[src/rtl/gx_rst_pkg.sv]
`default_nettype none
// +--------------------------------------------------------------------+
// | gx_rst_pkg : state encodings and counter sizing for gx_rst_seq     |
// | Rev 1.0                                                            |
// +--------------------------------------------------------------------+
package gx_rst_pkg;

   typedef enum logic [1:0] {
      T_PD    = 2'd0,
      T_WAIT  = 2'd1,
      T_ANA   = 2'd2,
      T_READY = 2'd3
   } tx_state_e;

   typedef enum logic [1:0] {
      R_ANA   = 2'd0,
      R_LOCK  = 2'd1,
      R_READY = 2'd2
   } rx_state_e;

   // The timeout is the longest interval, so every counter is sized from it.
   function automatic int CNT_W(input int lock_timeout_cyc);
      return $clog2(lock_timeout_cyc + 1);
   endfunction

endpackage
`default_nettype wire

[src/rtl/gx_rst_rx_lane.sv]
`default_nettype none
// +--------------------------------------------------------------------+
// | gx_rst_rx_lane : one RX lane reset FSM (analog, lock-wait, ready)  |
// | Optional GX_RST_RELOCK_CNT_EN adds an 8-bit relock counter.        |
// | Rev 1.0                                                            |
// +--------------------------------------------------------------------+
module gx_rst_rx_lane
   import gx_rst_pkg::*;
#(
   parameter int RX_ANA_CYC       = 100,
   parameter int LOCK_STABLE_CYC  = 500,
   parameter int LOCK_TIMEOUT_CYC = 50000
) (
   input  logic       clk,
   input  logic       reset,
   input  logic       cal_busy,
   input  logic       locked,
`ifdef GX_RST_RELOCK_CNT_EN
   output logic [7:0] relock_cnt,
`endif
   output logic       analogreset,
   output logic       digitalreset,
   output logic       ready,
   output logic       in_ready
);

   localparam int            CW          = CNT_W(LOCK_TIMEOUT_CYC);
   localparam logic [CW-1:0] ANA_LAST    = CW'(RX_ANA_CYC - 1);
   localparam logic [CW-1:0] STABLE_LAST = CW'(LOCK_STABLE_CYC - 1);
   localparam logic [CW-1:0] TMO_LAST    = CW'(LOCK_TIMEOUT_CYC - 1);

   rx_state_e     state;
   rx_state_e     state_nxt;
   logic [CW-1:0] tmr;
   logic [CW-1:0] stable;

   // Stable lock is tested before the timeout so it wins a same-cycle tie.
   always_comb begin
      state_nxt = state;
      case (state)
         R_ANA:   if (tmr == ANA_LAST && !cal_busy) state_nxt = R_LOCK;
         R_LOCK:  if (locked && stable == STABLE_LAST) state_nxt = R_READY;
                  else if (tmr == TMO_LAST)             state_nxt = R_ANA;
         R_READY: if (!locked) state_nxt = R_ANA;
         default: state_nxt = R_ANA;
      endcase
   end

   assign in_ready = (state == R_READY);

   always_ff @(posedge clk) begin
      if (reset) begin
         state        <= R_ANA;
         tmr          <= '0;
         stable       <= '0;
         analogreset  <= 1'b1;
         digitalreset <= 1'b1;
         ready        <= 1'b0;
      end else begin
         state <= state_nxt;
         if (state_nxt != state) begin
            tmr    <= '0;
            stable <= '0;
         end else begin
            case (state)
               R_ANA: begin
                  if (tmr != ANA_LAST) tmr <= tmr + 1'b1;
               end
               R_LOCK: begin
                  if (tmr != TMO_LAST) tmr <= tmr + 1'b1;
                  if (!locked)                  stable <= '0;
                  else if (stable != STABLE_LAST) stable <= stable + 1'b1;
               end
               default: begin
                  tmr    <= '0;
                  stable <= '0;
               end
            endcase
         end
         analogreset  <= (state == R_ANA);
         digitalreset <= (state != R_READY);
         ready        <= (state == R_READY);
      end
   end

`ifdef GX_RST_RELOCK_CNT_EN
   logic relock_evt;

   // Any return to R_ANA from a later state is a timeout or a lock loss.
   assign relock_evt = (state != R_ANA) && (state_nxt == R_ANA);

   always_ff @(posedge clk) begin
      if (reset)                                relock_cnt <= 8'd0;
      else if (relock_evt && relock_cnt != 8'hFF) relock_cnt <= relock_cnt + 8'd1;
   end
`endif

endmodule
`default_nettype wire

[src/rtl/gx_rst_seq.sv]
`default_nettype none
// +--------------------------------------------------------------------+
// | gx_rst_seq : PLL/TX common reset sequence plus per-lane RX FSMs    |
// | Optional GX_RST_RELOCK_CNT_EN exposes per-lane relock counters.    |
// | Rev 1.0                                                            |
// +--------------------------------------------------------------------+
module gx_rst_seq
   import gx_rst_pkg::*;
#(
   parameter int LANE_N           = 4,
   parameter int PLL_PD_CYC       = 50,
   parameter int TX_ANA_CYC       = 100,
   parameter int RX_ANA_CYC       = 100,
   parameter int LOCK_STABLE_CYC  = 500,
   parameter int LOCK_TIMEOUT_CYC = 50000
) (
   input  logic                clk,
   input  logic                reset,
   input  logic                pll_locked_i,
   input  logic [LANE_N-1:0]   tx_cal_busy_i,
   input  logic [LANE_N-1:0]   rx_cal_busy_i,
   input  logic [LANE_N-1:0]   rx_is_lockedtodata_i,
`ifdef GX_RST_RELOCK_CNT_EN
   output logic [LANE_N*8-1:0] rx_relock_cnt_o,
`endif
   output logic                pll_powerdown_o,
   output logic [LANE_N-1:0]   tx_analogreset_o,
   output logic [LANE_N-1:0]   tx_digitalreset_o,
   output logic                tx_ready_o,
   output logic [LANE_N-1:0]   rx_analogreset_o,
   output logic [LANE_N-1:0]   rx_digitalreset_o,
   output logic [LANE_N-1:0]   rx_ready_o,
   output logic                rx_all_ready_o
);

   localparam int            CW      = CNT_W(LOCK_TIMEOUT_CYC);
   localparam logic [CW-1:0] PD_LAST = CW'(PLL_PD_CYC - 1);
   localparam logic [CW-1:0] TA_LAST = CW'(TX_ANA_CYC - 1);

   tx_state_e         tx_state;
   tx_state_e         tx_nxt;
   logic [CW-1:0]     tx_cnt;
   logic              tx_ok;
   logic [LANE_N-1:0] rx_in_ready;

   assign tx_ok = pll_locked_i & ~|tx_cal_busy_i;

   // A lost PLL lock or new calibration falls back to T_WAIT, never to T_PD.
   always_comb begin
      tx_nxt = tx_state;
      case (tx_state)
         T_PD:    if (tx_cnt == PD_LAST) tx_nxt = T_WAIT;
         T_WAIT:  if (tx_ok) tx_nxt = T_ANA;
         T_ANA:   if (!tx_ok) tx_nxt = T_WAIT;
                  else if (tx_cnt == TA_LAST) tx_nxt = T_READY;
         T_READY: if (!tx_ok) tx_nxt = T_WAIT;
         default: tx_nxt = T_PD;
      endcase
   end

   always_ff @(posedge clk) begin
      if (reset) begin
         tx_state          <= T_PD;
         tx_cnt            <= '0;
         pll_powerdown_o   <= 1'b1;
         tx_analogreset_o  <= '1;
         tx_digitalreset_o <= '1;
         tx_ready_o        <= 1'b0;
         rx_all_ready_o    <= 1'b0;
      end else begin
         tx_state <= tx_nxt;
         if (tx_nxt != tx_state)
            tx_cnt <= '0;
         else if ((tx_state == T_PD  && tx_cnt != PD_LAST) ||
                  (tx_state == T_ANA && tx_cnt != TA_LAST))
            tx_cnt <= tx_cnt + 1'b1;
         pll_powerdown_o   <= (tx_state == T_PD);
         tx_analogreset_o  <= {LANE_N{(tx_state == T_PD) || (tx_state == T_WAIT)}};
         tx_digitalreset_o <= {LANE_N{tx_state != T_READY}};
         tx_ready_o        <= (tx_state == T_READY);
         rx_all_ready_o    <= &rx_in_ready;
      end
   end

   for (genvar l = 0; l < LANE_N; l++) begin : g_lane
      gx_rst_rx_lane #(
         .RX_ANA_CYC       (RX_ANA_CYC),
         .LOCK_STABLE_CYC  (LOCK_STABLE_CYC),
         .LOCK_TIMEOUT_CYC (LOCK_TIMEOUT_CYC)
      ) u_lane (
         .clk          (clk),
         .reset        (reset),
         .cal_busy     (rx_cal_busy_i[l]),
         .locked       (rx_is_lockedtodata_i[l]),
`ifdef GX_RST_RELOCK_CNT_EN
         .relock_cnt   (rx_relock_cnt_o[l*8 +: 8]),
`endif
         .analogreset  (rx_analogreset_o[l]),
         .digitalreset (rx_digitalreset_o[l]),
         .ready        (rx_ready_o[l]),
         .in_ready     (rx_in_ready[l])
      );
   end

endmodule
`default_nettype wire

[config.mk]
export PLATFORM = sky130hd
export DESIGN_NAME = gx_rst_seq
export DESIGN_NICKNAME = d
export VERILOG_FILES = /design/src/rtl/gx_rst_pkg.sv /design/src/rtl/gx_rst_rx_lane.sv /design/src/rtl/gx_rst_seq.sv
export SDC_FILE = /design/constraint.sdc
export NUM_CORES = 1
export LEC_CHECK = 0
export CAP_MARGIN = 20
export CORE_UTILIZATION = 45
export CTS_BUF_LIST = sky130_fd_sc_hd__clkbuf_4 sky130_fd_sc_hd__clkbuf_8
export CTS_CLUSTER_SIZE = 8
export DETAILED_ROUTE_END_ITERATION = 7
export PLACE_DENSITY = 0.62
export SKIP_LAST_GASP = 1
export SYNTH_ARGS = -nofsm -noshare
export SYNTH_HDL_FRONTEND = slang
export SYNTH_SLANG_ARGS = --single-unit
[constraint.sdc]
create_clock -name clk -period 2.7 [get_ports clk]
set_clock_uncertainty 0.2 [all_clocks]
set_input_delay 0.54 -clock clk [delete_from_list [all_inputs] [get_ports clk]]
set_output_delay 0.54 -clock clk [all_outputs]
set_load 0.02 [all_outputs]
==> results of run 1 <==
## stage by stage
stage | cell area (µm²) | power [mW] | setup WS (ps) | std cells
2_1_floorplan | 8390 | 2.70 | 442 | 1040
3_3_place_gp | 9080 | 2.78 | 154 | 1300
3_5_place_dp | 9080 | 2.78 | 99.6 | 1300
4_1_cts | 9490 | 4.66 | 302 | 1332
5_1_grt | 9490 | 4.78 | 104 | 1332
6_report | 9490 | 4.58 | 281 | 1332
## final cells by class
cell class                 instances  area [µm²]
inverter                          22        82.6
tap                              229         287
clock inverter                    14         169
multi-input combinational        801        4600
timing repair buffer              77         683
clock buffer                      18         241
sequential                       171        3420
fill                            1739        8600
## metal layers
layer,share of wire [%],up-vias
li1,-,3787
met1,51,3332
met2,45,90
met3,2.8,14
met4,0.90,0
met5,0,-
## cell families (layout without fill, tap and decap cells)
kind of cell               Yosys count  count (layout)  share of synthesized area [%]
adders and majority gates           10              10                           1.49
buffers and inverters               68             131                           4.28
AOI/OAI and AO/OA                  174             174                           12.5
DFF                                171             171                           40.8
and+or+nand+nor                    543             543                           33.1
xor gates and xnor gates            70              70                           7.31
muxes                                4               4                          0.492
## how the worst min path moves through the flow
stage / startpoint / endpoint / cells after the start
2_1_floorplan: tx_state[1]$_SDFF_PP0_ / tx_analogreset_o[0]$_SDFF_PP1_ / 1
5_1_grt: g_lane[1].u_lane.tmr[0]$_SDFFE_PP0P_ / g_lane[1].u_lane.tmr[0]$_SDFFE_PP0P_ / 2
4_1_cts: g_lane[3].u_lane.tmr[0]$_SDFFE_PP0P_ / g_lane[3].u_lane.tmr[0]$_SDFFE_PP0P_ / 2
3_3_place_gp: g_lane[3].u_lane.tmr[1]$_SDFFE_PP0P_ / g_lane[3].u_lane.tmr[1]$_SDFFE_PP0P_ / 2
6_report: g_lane[1].u_lane.tmr[0]$_SDFFE_PP0P_ / g_lane[1].u_lane.tmr[0]$_SDFFE_PP0P_ / 2
3_5_place_dp: g_lane[3].u_lane.tmr[0]$_SDFFE_PP0P_ / g_lane[3].u_lane.tmr[0]$_SDFFE_PP0P_ / 2
## cells in the final DEF (no fill, tap or decap), types with 3 or more instances in the layout
| cell type | netlist | routed |
|---|---|---|
| sky130_fd_sc_hd__a211oi_1 | 9 | 9 |
| sky130_fd_sc_hd__a21oi_1 | 65 | 65 |
| sky130_fd_sc_hd__a22oi_1 | 10 | 10 |
| sky130_fd_sc_hd__a31oi_1 | 16 | 16 |
| sky130_fd_sc_hd__and2_1 | 6 | 6 |
| sky130_fd_sc_hd__and3_1 | 32 | 32 |
| sky130_fd_sc_hd__and4_1 | 6 | 6 |
| sky130_fd_sc_hd__and4b_1 | 4 | 4 |
| sky130_fd_sc_hd__buf_4 | 21 | 39 |
| sky130_fd_sc_hd__bufinv_16 | 0 | 3 |
| sky130_fd_sc_hd__clkbuf_8 | 0 | 17 |
| sky130_fd_sc_hd__clkdlybuf4s50_1 | 0 | 37 |
| sky130_fd_sc_hd__clkinv_2 | 0 | 3 |
| sky130_fd_sc_hd__clkinvlp_4 | 0 | 5 |
| sky130_fd_sc_hd__dfxtp_1 | 171 | 171 |
| sky130_fd_sc_hd__ha_1 | 10 | 10 |
| sky130_fd_sc_hd__inv_1 | 22 | 22 |
| sky130_fd_sc_hd__mux2i_1 | 3 | 3 |
| sky130_fd_sc_hd__nand2_1 | 85 | 85 |
| sky130_fd_sc_hd__nand2b_1 | 10 | 10 |
| sky130_fd_sc_hd__nand3_1 | 59 | 59 |
| sky130_fd_sc_hd__nand3b_1 | 8 | 8 |
| sky130_fd_sc_hd__nand4_1 | 30 | 30 |
| sky130_fd_sc_hd__nand4b_1 | 8 | 8 |
| sky130_fd_sc_hd__nor2_1 | 175 | 175 |
| sky130_fd_sc_hd__nor2b_1 | 9 | 9 |
| sky130_fd_sc_hd__nor3_1 | 33 | 33 |
| sky130_fd_sc_hd__nor3b_1 | 4 | 4 |
| sky130_fd_sc_hd__nor4_1 | 24 | 24 |
| sky130_fd_sc_hd__o21a_1 | 3 | 3 |
| sky130_fd_sc_hd__o21ai_0 | 45 | 45 |
| sky130_fd_sc_hd__o22ai_1 | 4 | 4 |
| sky130_fd_sc_hd__or2_2 | 10 | 10 |
| sky130_fd_sc_hd__or3_1 | 16 | 16 |
| sky130_fd_sc_hd__or4_1 | 7 | 7 |
| sky130_fd_sc_hd__or4b_2 | 3 | 3 |
| sky130_fd_sc_hd__xnor2_1 | 23 | 23 |
| sky130_fd_sc_hd__xor2_1 | 47 | 47 |
## report_power, final
| group | internal (mW) | switching (mW) | leakage (nW) | total [mW] |
|---|---|---|---|---|
| Clock | 0.925 | 0.934 | 0.195 | 1.86 |
| Combinational | 0.0753 | 0.0861 | 1.81 | 0.161 |
| Sequential | 2.54 | 0.0186 | 1.38 | 2.56 |
| Total | 3.54 | 1.04 | 3.38 | 4.58 |
## synth_stat cells, drive strengths merged, types with 14 or more instances
master	instances	area [µm²]
a31oi	16	100
inv	22	82.6
nor2	175	657
xnor2	23	201
nand3	60	305
and3	32	200
clkbuf	14	52.6
nor3	35	185
nand2	86	325
buf	32	224
dfxtp	171	3420
nand4	30	188
xor2	47	412
nor4	26	184
a21oi	65	325
o21ai	48	248
or3	18	119
## worst max-delay path, cell delays in order (launching register included)
cell and delay, ps:
sky130_fd_sc_hd__dfxtp_1 350, sky130_fd_sc_hd__nor4_1 340, sky130_fd_sc_hd__nand4_1 280, sky130_fd_sc_hd__nor4_1 520, sky130_fd_sc_hd__o31ai_1 160, sky130_fd_sc_hd__nand3b_1 220
sky130_fd_sc_hd__buf_4 190, sky130_fd_sc_hd__nor2_1 50
## registers in the layout (all words and copies together) (netlist names)
name and flops:
g_lane.u_lane.analogreset 4, pll_powerdown_o 1, rx_all_ready_o 1, tx_state 2
tx_cnt 16, g_lane.u_lane.stable 64, g_lane.u_lane.digitalreset 4, g_lane.u_lane.ready 4
tx_analogreset_o 1, tx_digitalreset_o 1, g_lane.u_lane.tmr 64, tx_ready_o 1
g_lane.u_lane.state 8
==> impl_summary.txt, run 1 <==
----------------------------------------------------
[Status]
  Outcome ... finished, violations left
  Violated checks ... design-rule violations

[STA]
  Final critical delay including setup and external delays ... 2420 ps
  Final-report hold violation count ... 0
  Maximum achievable frequency ... 413 MHz
  Worst Hold Margin ... 284 ps
  Fin Setup TNS ... 0 ps
  Unrepaired setup endpoints after global routing ... false
  Pin slew with the least headroom to its limit ... 697 ps
  Setup Viol. Count Final ... 0
  Period utilisation layout ... 89.6%
  Final Slew Violations ... 0
  Worst rel slew slack ... 53.2%

[Setup path]
  Kind of end point of the critical path ... flop
  Worst-path fanout max ... 7
  Capture point of the critical path ... g_lane[2].u_lane.tmr[9]$_SDFFE_PP0P_
  Arrival time of data at the critical path endpoint ... 2570 ps
  Reg2Reg Launch Point ... g_lane[2].u_lane.tmr[11]$_SDFFE_PP0P_
  CP Class ... flop to flop
  Worst setup startpoint ... g_lane[2].u_lane.tmr[11]$_SDFFE_PP0P_
  Worst reg2reg setup slack ... 280 ps
  Reg-to-reg critical path endpoint ... g_lane[2].u_lane.tmr[9]$_SDFFE_PP0P_
  Worst r2r path cells ... 7
  Kind of launch point of the worst setup path ... flop
  WP data required ... 2850 ps

[Detailed routing]
  DRC violations left ... 4
  Via count of the routed design ... 7223
  Final routed wire length divided by cell count ... 13.2 µm
  Wire length after detailed routing ... 17600 µm
  Number of nets with antenna violations after routing ... 0
  Vias per cell ... 5.42
  TritonRoute pass-1 iters ... 7
  First-iteration detailed-routing DRC count ... 414

[Synth]
  Number of storage elements in the synthesis netlist ... 171
  Yosys warnings ... 0
  Fraction of registers with async set or reset after synthesis ... 0%
  Syn_nets ... 1065
  Register area share after synthesis ... 40.8%
  Post-synth cell types ... 67
  Dominant synthesized flop cell ... sky130_fd_sc_hd__dfxtp_1
  Post-Syn Instances ... 1040
  Number of enable-type register cells in the synthesized netlist ... 0
  Average instance area after synthesis ... 8.06 µm²
  Post-synthesis instance area ... 0.00839 mm²

[Floorplanning]
  Horizontal extent of the die ... 139 µm
  Site row count ... 49
  Number of I/O pins ... 38
  Die Y ... 139 µm
  Total core area ... 0.0181 mm²
  Initial core utilization ... 46.4%
  Die outline area ... 0.0192 mm²

[CTS]
  Number of buffers added by the clock tree synthesis step ... 17
  Clock-pin slew on the worst setup and hold paths ... 90 ps
  Clock tree from TritonCTS ... yes
  Number of setup buffers added after CTS ... 0
  Post-cts gate resize count ... 0
  Insertion delay of the later-clocked pin in the worst-skew pair ... 460 ps
  Cts-stage hold buffer count ... 0
  Buffer cell driving the clock tree root ... sky130_fd_sc_hd__clkbuf_8
  Number of clock sinks seen by CTS ... 171
  Clk buf depth ... 2
  CTS H-Tree Depth ... 4

[Layout]
  Fraction of final layout cells sized beyond drive strength 1 ... 9.34%
  Diode insertion count for antenna repair ... 0
  Synthesis-to-layout area growth ... 13.2%
  Layout Nets ... 1115
  Util after Layout ... 52.5%

[Place]
  Number of buffers inserted by port buffering ... 37
  Global placer's final weighted congestion ... 0.821
  Sum of net half-perimeters after detailed placement ... 12600 µm

[Global routing]
  Vias in the first global route ... 6659
  First-pass GRT wire length ... 30500 µm
  Number of antenna violations at the first check in global routing ... 0
  Total overflow reported by the global router ... 0
  Fraction of met1 tracks used by global routing ... 25.0%
  Maximum number of pins on one net before global-route repair ... 19
  Most used routing layer ... met2
  Met3 Track Usage GR ... 3.36%
  Tot GR Track Use ... 19.0%
  Met2 Resource Use GR ... 31.3%

[Power and ir drop]
  Reported leakage power ... 3.38 nW
  Peak ir drop on the vdd network ... 268 µV
  Power per cell area ... 482 mW/mm²

[Job]
  Count of max-cap constraint violations ... 0

[Hold path]
  Worst Hold Class ... flop to flop

----------------------------------------------------
Power figures use the tool's default switching activity.
==> inputs of run 2 (changes only) <==
--- a/config.mk
+++ b/config.mk
@@ -6,11 +6,13 @@
 export NUM_CORES = 1
 export LEC_CHECK = 0
 export CAP_MARGIN = 20
+export CORE_MARGIN = 2
 export CORE_UTILIZATION = 45
 export CTS_BUF_LIST = sky130_fd_sc_hd__clkbuf_4 sky130_fd_sc_hd__clkbuf_8
 export CTS_CLUSTER_SIZE = 8
 export DETAILED_ROUTE_END_ITERATION = 7
 export PLACE_DENSITY = 0.62
+export RECOVER_POWER = 100
 export SKIP_LAST_GASP = 1
 export SYNTH_ARGS = -nofsm -noshare
 export SYNTH_HDL_FRONTEND = slang
==> run 2 against run 1 <==
Effect of this change: critical endpoint is now g_lane[3].u_lane.stable[11]$_SDFFE_PP0P_; the run now ends clean; critical path type unchanged; largest power group unchanged; non-clock buffer count down 8; die area up 2.9%; cell area shrank 1.3%; largest cell class unchanged; sequential cell count stayed put; global-route usage is 0.47 points lower; register-to-register slack worse by 90 ps.
==> impl_summary.txt, run 2 (same netlist as run 1, synthesis figures left out) <==
----------------------------------------------------
[Status]
  Outcome ... finished, final reports clean

[Layout]
  Fraction of final layout cells sized beyond drive strength 1 ... 8.04%
  Synthesis-to-layout area growth ... 11.7%
  Diode insertion count for antenna repair ... 0
  Layout Nets ... 1107
  Leading cell type in the layout, fill and taps excluded ... sky130_fd_sc_hd__nor2_1
  Final cell count without fillers ... 1324
  Most frequent cells in the layout ... sky130_fd_sc_hd__nor2_1, sky130_fd_sc_hd__dfxtp_1, sky130_fd_sc_hd__nand2_1
  Top flop regs ... g_lane.u_lane.stable: 64 flops, g_lane.u_lane.tmr: 64 flops, tx_cnt: 16 flops

[Detailed routing]
  First-iteration detailed-routing DRC count ... 407
  Via count of the routed design ... 7292
  Number of nets with antenna violations after routing ... 0
  Met2 WL ... 7880 µm
  Routed length on met3 ... 610 µm
  Vias per cell ... 5.51
  Highest routing layer actually used ... met4
  TritonRoute pass-1 iters ... 5
  Total routed wire length on the met1 layer ... 9010 µm
  DRC violations left ... 0
  Wire length after detailed routing ... 17700 µm
  Final routed wire length divided by cell count ... 13.3 µm

[Floorplanning]
  Die Y ... 141 µm
  Site row count ... 49
  Horizontal extent of the die ... 141 µm
  Number of I/O pins ... 38
  Initial core utilization ... 46.2%
  Die outline area ... 0.0197 mm²
  Total core area ... 0.0181 mm²

[Job]
  Count of max-cap constraint violations ... 0

[Global routing]
  Vias in the first global route ... 6653
  Number of antenna violations at the first check in global routing ... 0
  Maximum number of pins on one net before global-route repair ... 19
  Tot GR Track Use ... 18.5%
  First-pass GRT wire length ... 30900 µm
  Total overflow reported by the global router ... 0

[STA]
  Final critical delay including setup and external delays ... 2510 ps
  Worst Hold Margin ... 280 ps
  Fin Setup TNS ... 0 ps
  Unrepaired setup endpoints after global routing ... false
  Setup Viol. Count Final ... 0
  Worst rel slew slack ... 47.9%
  Maximum achievable frequency ... 398 MHz
  Period utilisation layout ... 93.0%
  Final Slew Violations ... 0
  Pin slew with the least headroom to its limit ... 782 ps
  Final-report hold violation count ... 0

[CTS]
  Buffer cell driving the clock tree root ... sky130_fd_sc_hd__clkbuf_8
  Post-cts gate resize count ... 0
  Clock-pin slew on the worst setup and hold paths ... 90 ps
  CTS H-Tree Depth ... 4
  Cts-stage hold buffer count ... 0
  Number of setup buffers added after CTS ... 0
  Number of buffers added by the clock tree synthesis step ... 17
  Clk buf depth ... 2
  Insertion delay of the later-clocked pin in the worst-skew pair ... 450 ps
  Number of clock sinks seen by CTS ... 171
  Clock tree from TritonCTS ... yes

[Setup path]
  Kind of end point of the critical path ... flop
  Worst path slowest cell ... sky130_fd_sc_hd__or4b_2
  CP Class ... flop to flop
  Worst-path fanout max ... 8
  CP delay by family, top ... simple AND/OR/NAND/NOR gates
  Number of cells on the critical path ... 6
  Bufs and invs on worst path ... 0
  Arrival time of data at the critical path endpoint ... 2620 ps
  Reg2Reg Launch Point ... g_lane[3].u_lane.tmr[0]$_SDFFE_PP0P_
  Kind of launch point of the worst setup path ... flop
  WP data required ... 2810 ps
  Stage delay of the slowest cell on the critical path ... 630 ps
  Cell-by-cell trace of the critical path ... ha_1, or4b_2, nor4_4, a21oi_1, o21ai_1, a211oi_1
  Worst setup startpoint ... g_lane[3].u_lane.tmr[0]$_SDFFE_PP0P_
  Worst r2r path cells ... 6

[Power and ir drop]
  Peak ir drop on the vdd network ... 316 µV
  Reported leakage power ... 3.28 nW
  Power per cell area ... 480 mW/mm²

[Place]
  Number of placed instances with taps included ... 1292
  Sum of net half-perimeters after detailed placement ... 12600 µm
  Global placer's final weighted congestion ... 0.824
  Number of buffers inserted by port buffering ... 37

[Hold path]
  Worst Hold Class ... flop to flop
  Hold Path Stages ... 2
  Min-Delay Startpoint ... g_lane[3].u_lane.tmr[1]$_SDFFE_PP0P_

----------------------------------------------------
-- run 2: cell count changes in the layout (fill, tap and decap cells not counted), sizes merged --
cell / change
bufinv: -1
clkbuf: +12
clkdlybuf4s50: -24
buf: -17
dlygate4sd3: +24
inv: -2
-- run 2: layer usage --
| metal | vias to the layer above | global-route usage (%) |
|---|---|---|
| li1 | 3766 | - |
| met1 | 3386 | 25.9 |
| met2 | 126 | 29.4 |
| met3 | 14 | 3.35 |
| met4 | 0 | 5.21 |
| met5 | - | 0 |
-- run 2: layout make-up --
cell class | count | area, µm²
Fill cell | 1742 | 8780
Multi-Input combinational cell | 801 | 4590
Sequential cell | 171 | 3420
Timing Repair Buffer | 69 | 596
Tap cell | 229 | 287
Clock buffer | 21 | 270
Clock inverter | 11 | 121
Inverter | 22 | 82.6
-- run 2: path summary, 6_finish.rpt --
kind / to / slack (ps)
worst min-delay path: g_lane[3].u_lane.tmr[1]$_SDFFE_PP0P_ / 280
worst max-delay path: g_lane[3].u_lane.stable[11]$_SDFFE_PP0P_ / 190
worst min register to register: g_lane[3].u_lane.tmr[1]$_SDFFE_PP0P_ / 280
worst max register to register: g_lane[3].u_lane.stable[11]$_SDFFE_PP0P_ / 190
-- run 2: power by group --
| part | internal (mW) | leakage [nW] | switching (mW) | total (mW) |
|---|---|---|---|---|
| logic | 0.0657 | 1.72 | 0.0843 | 0.150 |
| clock network | 0.872 | 0.188 | 0.914 | 1.79 |
| registers | 2.54 | 1.38 | 0.0185 | 2.56 |
-- run 2: worst reg2reg max path: stages, from the launching register on --
cell                       delay, ps
sky130_fd_sc_hd__dfxtp_1         370
sky130_fd_sc_hd__ha_1            210
sky130_fd_sc_hd__or4b_2          630
sky130_fd_sc_hd__nor4_4          400
sky130_fd_sc_hd__a21oi_1         130
sky130_fd_sc_hd__o21ai_1         350
sky130_fd_sc_hd__a211oi_1         90
-- run 2: per-stage QoR --
step | power [mW] | util (%) | worst slack (ps) | instance area (µm²)
after floorplan | 2.70 | - | 442 | 8390
after CTS | 4.58 | 51.9 | 194 | 9420
after global placement | 2.77 | 49.8 | 126 | 9030
after global routing | 4.69 | 51.6 | 29.9 | 9370
final | 4.49 | 51.6 | 190 | 9370
after detailed placement | 2.77 | 49.8 | 93.7 | 9030
